**config.mk**
```make
export PLATFORM = sky130hd
export DESIGN_NAME = change_dispenser
export DESIGN_NICKNAME = d
export VERILOG_FILES = /design/src/rtl/change_dispenser.sv
export SDC_FILE = /design/constraint.sdc
export NUM_CORES = 1
export LEC_CHECK = 0
export CAP_MARGIN = 5
export CORE_MARGIN = 2
export CORE_UTILIZATION = 46
export CTS_CLUSTER_SIZE = 10
export DETAILED_ROUTE_END_ITERATION = 7
export GPL_ROUTABILITY_DRIVEN = 0
export PLACE_DENSITY = 0.8
export SETUP_SLACK_MARGIN = 0.05
export SLEW_MARGIN = 20
export SYNTH_ARGS = -nofsm -noshare
export SYNTH_HDL_FRONTEND = slang
export SYNTH_SLANG_ARGS = --single-unit
```
**constraint.sdc**
```tcl
create_clock -name clk -period 1.93 [get_ports clk]
set_input_delay 0.2895 -clock clk [delete_from_list [all_inputs] [get_ports clk]]
set_output_delay 0.2895 -clock clk [all_outputs]
set_load 0.02 [all_outputs]
```
**src/rtl/change_dispenser.sv**
```systemverilog
// change_dispenser: breaks a payout into coins, largest first, and issues them to the hopper one at a time.
// Empty tubes are skipped, any unpaid remainder is reported, and a hopper that never answers is declared jammed.
module change_dispenser #(
    parameter int AMT_W   = 8,
    parameter int VAL1    = 5,
    parameter int VAL2    = 10,
    parameter int VAL3    = 25,
    parameter int CNT_W   = 6,
    parameter int TIMEOUT = 255
) (
    input  logic             clk,
    input  logic             reset_n,
    input  logic             start,
    input  logic [AMT_W-1:0] amount,
    input  logic             refund_mode,
    input  logic [2:0]       tube_empty,
    input  logic             coin_ready,
    output logic             coin_valid,
    output logic [1:0]       coin_code,
    output logic             busy,
    output logic             done,
    output logic             shortfall,
    output logic             jam,
    output logic [AMT_W-1:0] remaining,
    output logic [CNT_W-1:0] coins_issued,
    output logic             refund_tag
);
    typedef enum logic [1:0] {IDLE, SELECT, ISSUE, DONE} state_t;

    localparam longint MAXV = (longint'(1) << AMT_W) - 1;
    localparam int WW = $clog2(TIMEOUT + 1);

    state_t state, state_n;
    logic [AMT_W-1:0] rem, pval;
    logic [AMT_W-1:0] v1, v2, v3;
    logic [CNT_W-1:0] cnt;
    logic [WW-1:0] wcnt;
    logic [1:0] code, pick;
    logic e1, e2, e3, timeout;

    // a value that does not fit the datapath can never be paid out
    assign v1 = AMT_W'(VAL1);
    assign v2 = AMT_W'(VAL2);
    assign v3 = AMT_W'(VAL3);
    assign e1 = (longint'(VAL1) <= MAXV) && !tube_empty[0] && (v1 <= rem);
    assign e2 = (longint'(VAL2) <= MAXV) && !tube_empty[1] && (v2 <= rem);
    assign e3 = (longint'(VAL3) <= MAXV) && !tube_empty[2] && (v3 <= rem);
    assign pick = e3 ? 2'b11 : e2 ? 2'b10 : e1 ? 2'b01 : 2'b00;
    assign pval = (code == 2'b11) ? v3 : (code == 2'b10) ? v2 : v1;
    assign timeout = (wcnt == WW'(TIMEOUT - 1));

    assign coin_valid   = (state == ISSUE);
    assign coin_code    = (state == ISSUE) ? code : 2'b00;
    assign busy         = (state != IDLE);
    assign done         = (state == DONE);
    assign remaining    = rem;
    assign coins_issued = cnt;

    always_ff @(posedge clk or negedge reset_n) begin
        if (!reset_n)
            state <= IDLE;
        else
            state <= state_n;
    end

    always_comb begin
        state_n = state;
        case (state)
            IDLE:    state_n = start ? SELECT : IDLE;
            SELECT:  state_n = (rem == '0 || pick == 2'b00) ? DONE : ISSUE;
            ISSUE:   state_n = coin_ready ? SELECT : timeout ? DONE : ISSUE;
            default: state_n = IDLE;
        endcase
    end

    always_ff @(posedge clk or negedge reset_n) begin
        if (!reset_n) begin
            rem        <= '0;
            cnt        <= '0;
            wcnt       <= '0;
            code       <= 2'b00;
            shortfall  <= 1'b0;
            jam        <= 1'b0;
            refund_tag <= 1'b0;
        end else begin
            case (state)
                IDLE: if (start) begin
                    rem        <= amount;
                    refund_tag <= refund_mode;
                    cnt        <= '0;
                    shortfall  <= 1'b0;
                    jam        <= 1'b0;
                end
                SELECT: begin
                    code <= pick;
                    wcnt <= '0;
                    if (rem != '0 && pick == 2'b00)
                        shortfall <= 1'b1;
                end
                ISSUE: begin
                    if (coin_ready) begin
                        rem <= rem - pval;
                        cnt <= (&cnt) ? cnt : cnt + CNT_W'(1);
                    end else if (timeout)
                        jam <= 1'b1;
                    else
                        wcnt <= wcnt + WW'(1);
                end
                default: ;
            endcase
        end
    end
endmodule

```
# Word-level counts from Yosys, hierarchy flattened
# Cells that the tools add are included.
[totals] reg_bits=29 word_cells=77 out_inout_bits=22 inputBits=16
[classes] n_addsub=3 mux=27 magnitude_cmp=3 n_eq_ne=13 reduce_logical=23
[ops] op="$mux W8" count=4
[ops] op="$pmux W8 S2" count=2
[ops] op="$mux W6" count=3
[ops] op="$ne A2 B2 Y1 const B" count=6
[ops] op="$pmux W6 S2" count=1
[ops] op="$reduce_and A3 Y1" count=3
[ops] op="$add A8 B1 Y8 const B" count=1
[ops] op="$eq A2 B2 Y1 const B" count=4
[ops] op="$eq A8 B8 Y1 const B" count=1
[ops] op="$le A3 B8 Y1 const A" count=1
[ops] op="$le A4 B8 Y1 const A" count=1
[ops] op="$le A5 B8 Y1 const A" count=1
[ops] op="$logic_not A8 Y1" count=1
[ops] op="$mux W1" count=8
[ops] op="$mux W2" count=4
[ops] op="$reduce_and A4 Y1" count=2
[ops] op="$reduce_bool A2 Y1" count=4
[ops] op="$reduce_bool A8 Y1" count=1
[ops] op="$sub A8 B5 Y8" count=1
[ops] op="$add A6 B1 Y6 const B" count=1
[ops] op="$pmux W2 S3" count=1
[ops] op="$reduce_and A6 Y1" count=1
[ops] op="$mux W5" count=1
[ops] op="$logic_and A1 B1 Y1" count=4
[ops] op="other kinds (8)" count=12

# Depth between registers and ports, before layout
[depth] depth_word=9 mapped_depth=8 mapped_depth_nobuf=8

# Least setup slack after synthesis
# No wires, ideal clock.
[synth_timing] kind="reg-to-reg" from="register rem[0] (netlist: remaining[0])" to="register rem[6] (netlist: remaining[6])" slack_ns=-0.075 stages_incl_launch_ff=9 required_ns=1.809 synth_period_minus_slack_ns=2.005 setup_time_ns=0.121 arrival_time_ns=1.884 path_buffers=0 path_cell_list="dfrtp_1 inv_1 ha_1 fa_1 nand2b_1 a21oi_1 nor3_1 o21a_1 o22a_1"
[synth_between] elab_chain_cells=3
[synth_lines] item="from (decl)" line_no="34" text="logic [AMT_W-1:0] rem, pval;"
[synth_lines] item="from (signal assigned)" line_no="88" text="rem <= amount;"
[synth_lines] item="from (signal assigned)" line_no="102" text="rem <= rem - pval;"
[synth_lines] item="$sub A8 B5 Y8" line_no="102"
[synth_lines] item="$mux W8" line_no="101" text="if (coin_ready) begin"
[synth_lines] item="$pmux W8 S2" line_no="86" text="case (state)"
# No other way between the ends. The select of a mux whose other input is x is not followed.
# A chain may end at the register's enable or synchronous reset.

# Worst setup path in the final report
[layout_timing] from="register code[0]" to="register rem[6] (netlist: remaining[6])"
[layout_between] elab_chain_cells=6 elab_cells_between_ends=7 cone_classes="add/sub: 1; eq/ne: 2; mux: 4"
[layout_lines] item="from (decl)" line_no="38" text="logic [1:0] code, pick;"
[layout_lines] item="from (signal assigned)" line_no="95" text="code <= pick;"
[layout_lines] item="$eq A2 B2 Y1" line_no="49" text="assign pval = (code == 2'b11) ? v3 : (code == 2'b10) ? v2 : v1;"
[layout_lines] item="$mux W4" line_no="49"
[layout_lines] item="$mux W5 *" line_no="49"
[layout_lines] item="$sub A8 B5 Y8 *" line_no="102"
[layout_lines] item="$mux W8 *" line_no="101"
[layout_lines] item="$pmux W8 S2 *" line_no="86"
# Mark *: on every way between the ends. The rest lies on a longest branch, timed or not. The select of a mux whose other input is x is not followed.

==> impl_metrics.env <==
export IMPL_drt_pass1_iter_count=6
export IMPL_die_y_um=66.00
export IMPL_cts_clk_slew_worst_paths_ps=60
export IMPL_area_delta_synth_final_pct=38.22
export IMPL_wl_per_cell_um=15.27
export IMPL_final_cell_mix="32 x clkdlybuf4s50_1, 27 x nor2_1, 27 x dfrtp_1"
export IMPL_io_pins=38
export IMPL_cts_inserted_buffers=5
export IMPL_setup_viol=0
export IMPL_final_area_um2=2444
export IMPL_remaining_drc_errors=0
export IMPL_synth_edf_count=0
export IMPL_num_rows=22
export IMPL_die_x_um=66.00
export IMPL_layout_nets=289
export IMPL_cts_root_buf="clkbuf_8"
export IMPL_cp_common_cell="nand2b_4"
export IMPL_max_slew_margin_pct=71.87
export IMPL_coreArea_um2=3689
export IMPL_grt_max_degree=30
export IMPL_r2r_cells=8
export IMPL_path_max_fanout=3
export IMPL_netlist_instances=208
export IMPL_synthArstFlopShare_pct=100.0
export IMPL_grt_usage_pct=24.16
export IMPL_cp_slowest_cell="dfrtp_1"
export IMPL_crit_start="code[0]"
export IMPL_slew_viol_final=0
export IMPL_yosysUniqueCellTypes=42
export IMPL_cts_sinks=29
export IMPL_cp_depth=8
export IMPL_path_class="reg -> reg"
export IMPL_drive_gt1_share_pct=14.72
export IMPL_final_common_cell="clkdlybuf4s50_1"
export IMPL_start_util_pct=47.93
export IMPL_r2r_start="code[0]"
export IMPL_hold_viol=0
export IMPL_tritoncts="yes"
export IMPL_routed_wl_um=4778
export IMPL_crit_required_ps=2100
export IMPL_timing_fmax_ghz=0.5219
export IMPL_holdBufCountCts=0
export IMPL_stdcell_count=313
export IMPL_synth_main_ff_cell="dfrtp_1"
export IMPL_yosys_warnings=0
export IMPL_dieArea_um2=4355
export IMPL_leakagePower_nw=1.105
export IMPL_start_kind="register"
export IMPL_post_route_period_util_pct=99.29
export IMPL_drv_cap=0
export IMPL_worstSetupEndpointType="register"
export IMPL_finalClockSkew_ps=4.489
export IMPL_hold_class="in -> async"
export IMPL_grt_pass1_wl_um=8059
export IMPL_cpPeakStageDelay_ps=390
export IMPL_path_cells="nand2b_4 -> ha_4 -> fa_2 -> nand2b_4 -> a21oi_4 -> nor3_2 -> o21a_1 -> o22a_1"
export IMPL_antenna_found_initial=0
export IMPL_routed_via_count=1728
export IMPL_ant_nets=0
export IMPL_dp_hpwl_um=3474
export IMPL_synth_seq_area_share_pct=41.05
export IMPL_power_density_nw_per_um2=1575
export IMPL_vias_per_cell=5.521
export IMPL_ir_worst_vdd_uv=974.3
export IMPL_cpLargestDelayFamily="compound AO/OA/AOI/OAI gates"
export IMPL_synth_area_per_cell_um2=8.500
export IMPL_drtIter0Drc=63
export IMPL_clk_latency_ps=280
export IMPL_worstMarginPinSlew_ps=419.2
export IMPL_h_tree_depth=2
export IMPL_diodes=0
export IMPL_r2r_end="remaining[6]"
export IMPL_overflow=0
export IMPL_critPathArrivalTime_ps=2080
export IMPL_grt_pass1_vias=1713
export IMPL_place_area_um2=2318
export IMPL_nFillCells=314
export IMPL_portBuffers=37
export IMPL_finalCriticalPeriod_ps=1916
export IMPL_syn_nets=233
export IMPL_place_inst=303
export IMPL_status="complete, no violations"
export IMPL_clockBufferDepth=2
export IMPL_crit_end="remaining[6]"
export IMPL_netlist_area_um2=1768
export IMPL_r2r_setup_slack_ps=10
export IMPL_critPathBufInv=0
export IMPL_rsz0062_at_grt="true"
export IMPL_ys_ff_latch=29
export IMPL_fin_setup_tns_ps=0
export IMPL_power_w=0.003848
-- metal layers --
metal	track usage [%]	vias to the layer above	wire length (um)
met1	31.21	820	2154
li1	-	836	-
met3	5.111	11	295
met4	8.418	0	101
met5	0	-	0
met2	40.03	61	2226
-- registers in the layout (all words and copies together) (netlist names) --
name,flops
remaining,8
wcnt,8
coins_issued,6
code,2
state,2
jam,1
refund_tag,1
shortfall,1
-- report_power, final --
group          leakage, nW  internal, W  switching, W
Clock               0.0450     0.000249      0.000235
Sequential           0.371     0.000792      0.000186
Combinational        0.689      0.00108       0.00131
-- how the worst min path moves through the flow --
stage | start | endpoint | slack [ps] | cells past startpoint
6_report | reset_n | wcnt[3] | 400 | 2
5_1_grt | reset_n | wcnt[4] | 430 | 2
4_1_cts | reset_n | refund_tag | 410 | 2
3_5_place_dp | refund_tag | refund_tag | 460 | 2
3_3_place_gp | refund_tag | refund_tag | 460 | 2
2_1_floorplan | reset_n | code[0] | -6 | 0
-- cells in the mapped netlist, types with 2 or more instances --
master | count | area [um2]
nor2b_1 | 2 | 12.51
o22a_1 | 2 | 17.52
o21ai_0 | 16 | 80.08
a211oi_1 | 3 | 22.52
nor3_1 | 6 | 30.03
nor2_1 | 27 | 101.4
and3_1 | 3 | 18.77
inv_1 | 12 | 45.04
dfrtp_1 | 29 | 725.7
a21oi_1 | 14 | 70.07
a31oi_1 | 2 | 12.51
o311ai_0 | 2 | 17.52
nand2_1 | 23 | 86.33
o31ai_1 | 2 | 15.01
xor2_1 | 2 | 17.52
clkbuf_1 | 5 | 18.77
nand4_1 | 3 | 18.77
xnor2_1 | 7 | 61.31
or3_1 | 2 | 12.51
nor4_1 | 3 | 18.77
buf_2 | 3 | 15.01
and2_1 | 3 | 18.77
nand3_1 | 4 | 20.02
nand2b_1 | 7 | 43.79
ha_1 | 8 | 100.1
mux2i_1 | 2 | 20.02
-- worst reg2reg max path, delay by kind of cell (launching register included) --
| kind | cells | cell delay [ps] |
|---|---|---|
| AOI/OAI and AO/OA | 3 | 530 |
| and+or+nand+nor | 3 | 400 |
| adders and majority gates | 2 | 500 |
| DFF | 1 | 390 |
-- timing repair --
item | 4_1_cts | 5_1_grt
resized for setup | 10 | 4
setup buffers | 2 | 0
setup endpoints to repair | 7 | 5
pin swaps | 1 | 1
-- cells by family (layout without fill, tap and decap cells) --
kind of cell | Yosys count | after routing | share of synthesized area, %
DFF | 29 | 29 | 41.05
and+or+nand+nor | 87 | 87 | 23.28
adders and majority gates | 9 | 9 | 6.794
AOI/OAI and AO/OA | 51 | 51 | 18.19
xor gates and xnor gates | 9 | 9 | 4.459
buffers and inverters | 21 | 78 | 5.095
muxes | 2 | 2 | 1.132
-- layout make-up --
| class | instances | area (um2) | share of cell area (%) |
|---|---|---|---|
| Timing Repair Buffer | 58 | 525.5 | 21.51 |
| Clock buffer | 6 | 72.57 | 2.970 |
| Inverter | 12 | 45.04 | 1.843 |
| Multi-Input combinational cell | 158 | 1002 | 41.01 |
| Tap cell | 48 | 60.06 | 2.458 |
| Clock inverter | 2 | 10.01 | 0.4096 |
| Sequential cell | 29 | 728.2 | 29.80 |
-- stage by stage --
step	hold slack (ps)	worst slack, ps	util (%)
after floorplan	-6.091	72.66	-
after global placement	461.9	-5.473	62.86
after detailed placement	463.5	-77.17	62.86
after CTS	411.0	31.87	66.08
after global routing	429.8	-57.34	66.25
final	397.5	13.76	66.25
Power figures use the tool's default switching activity.
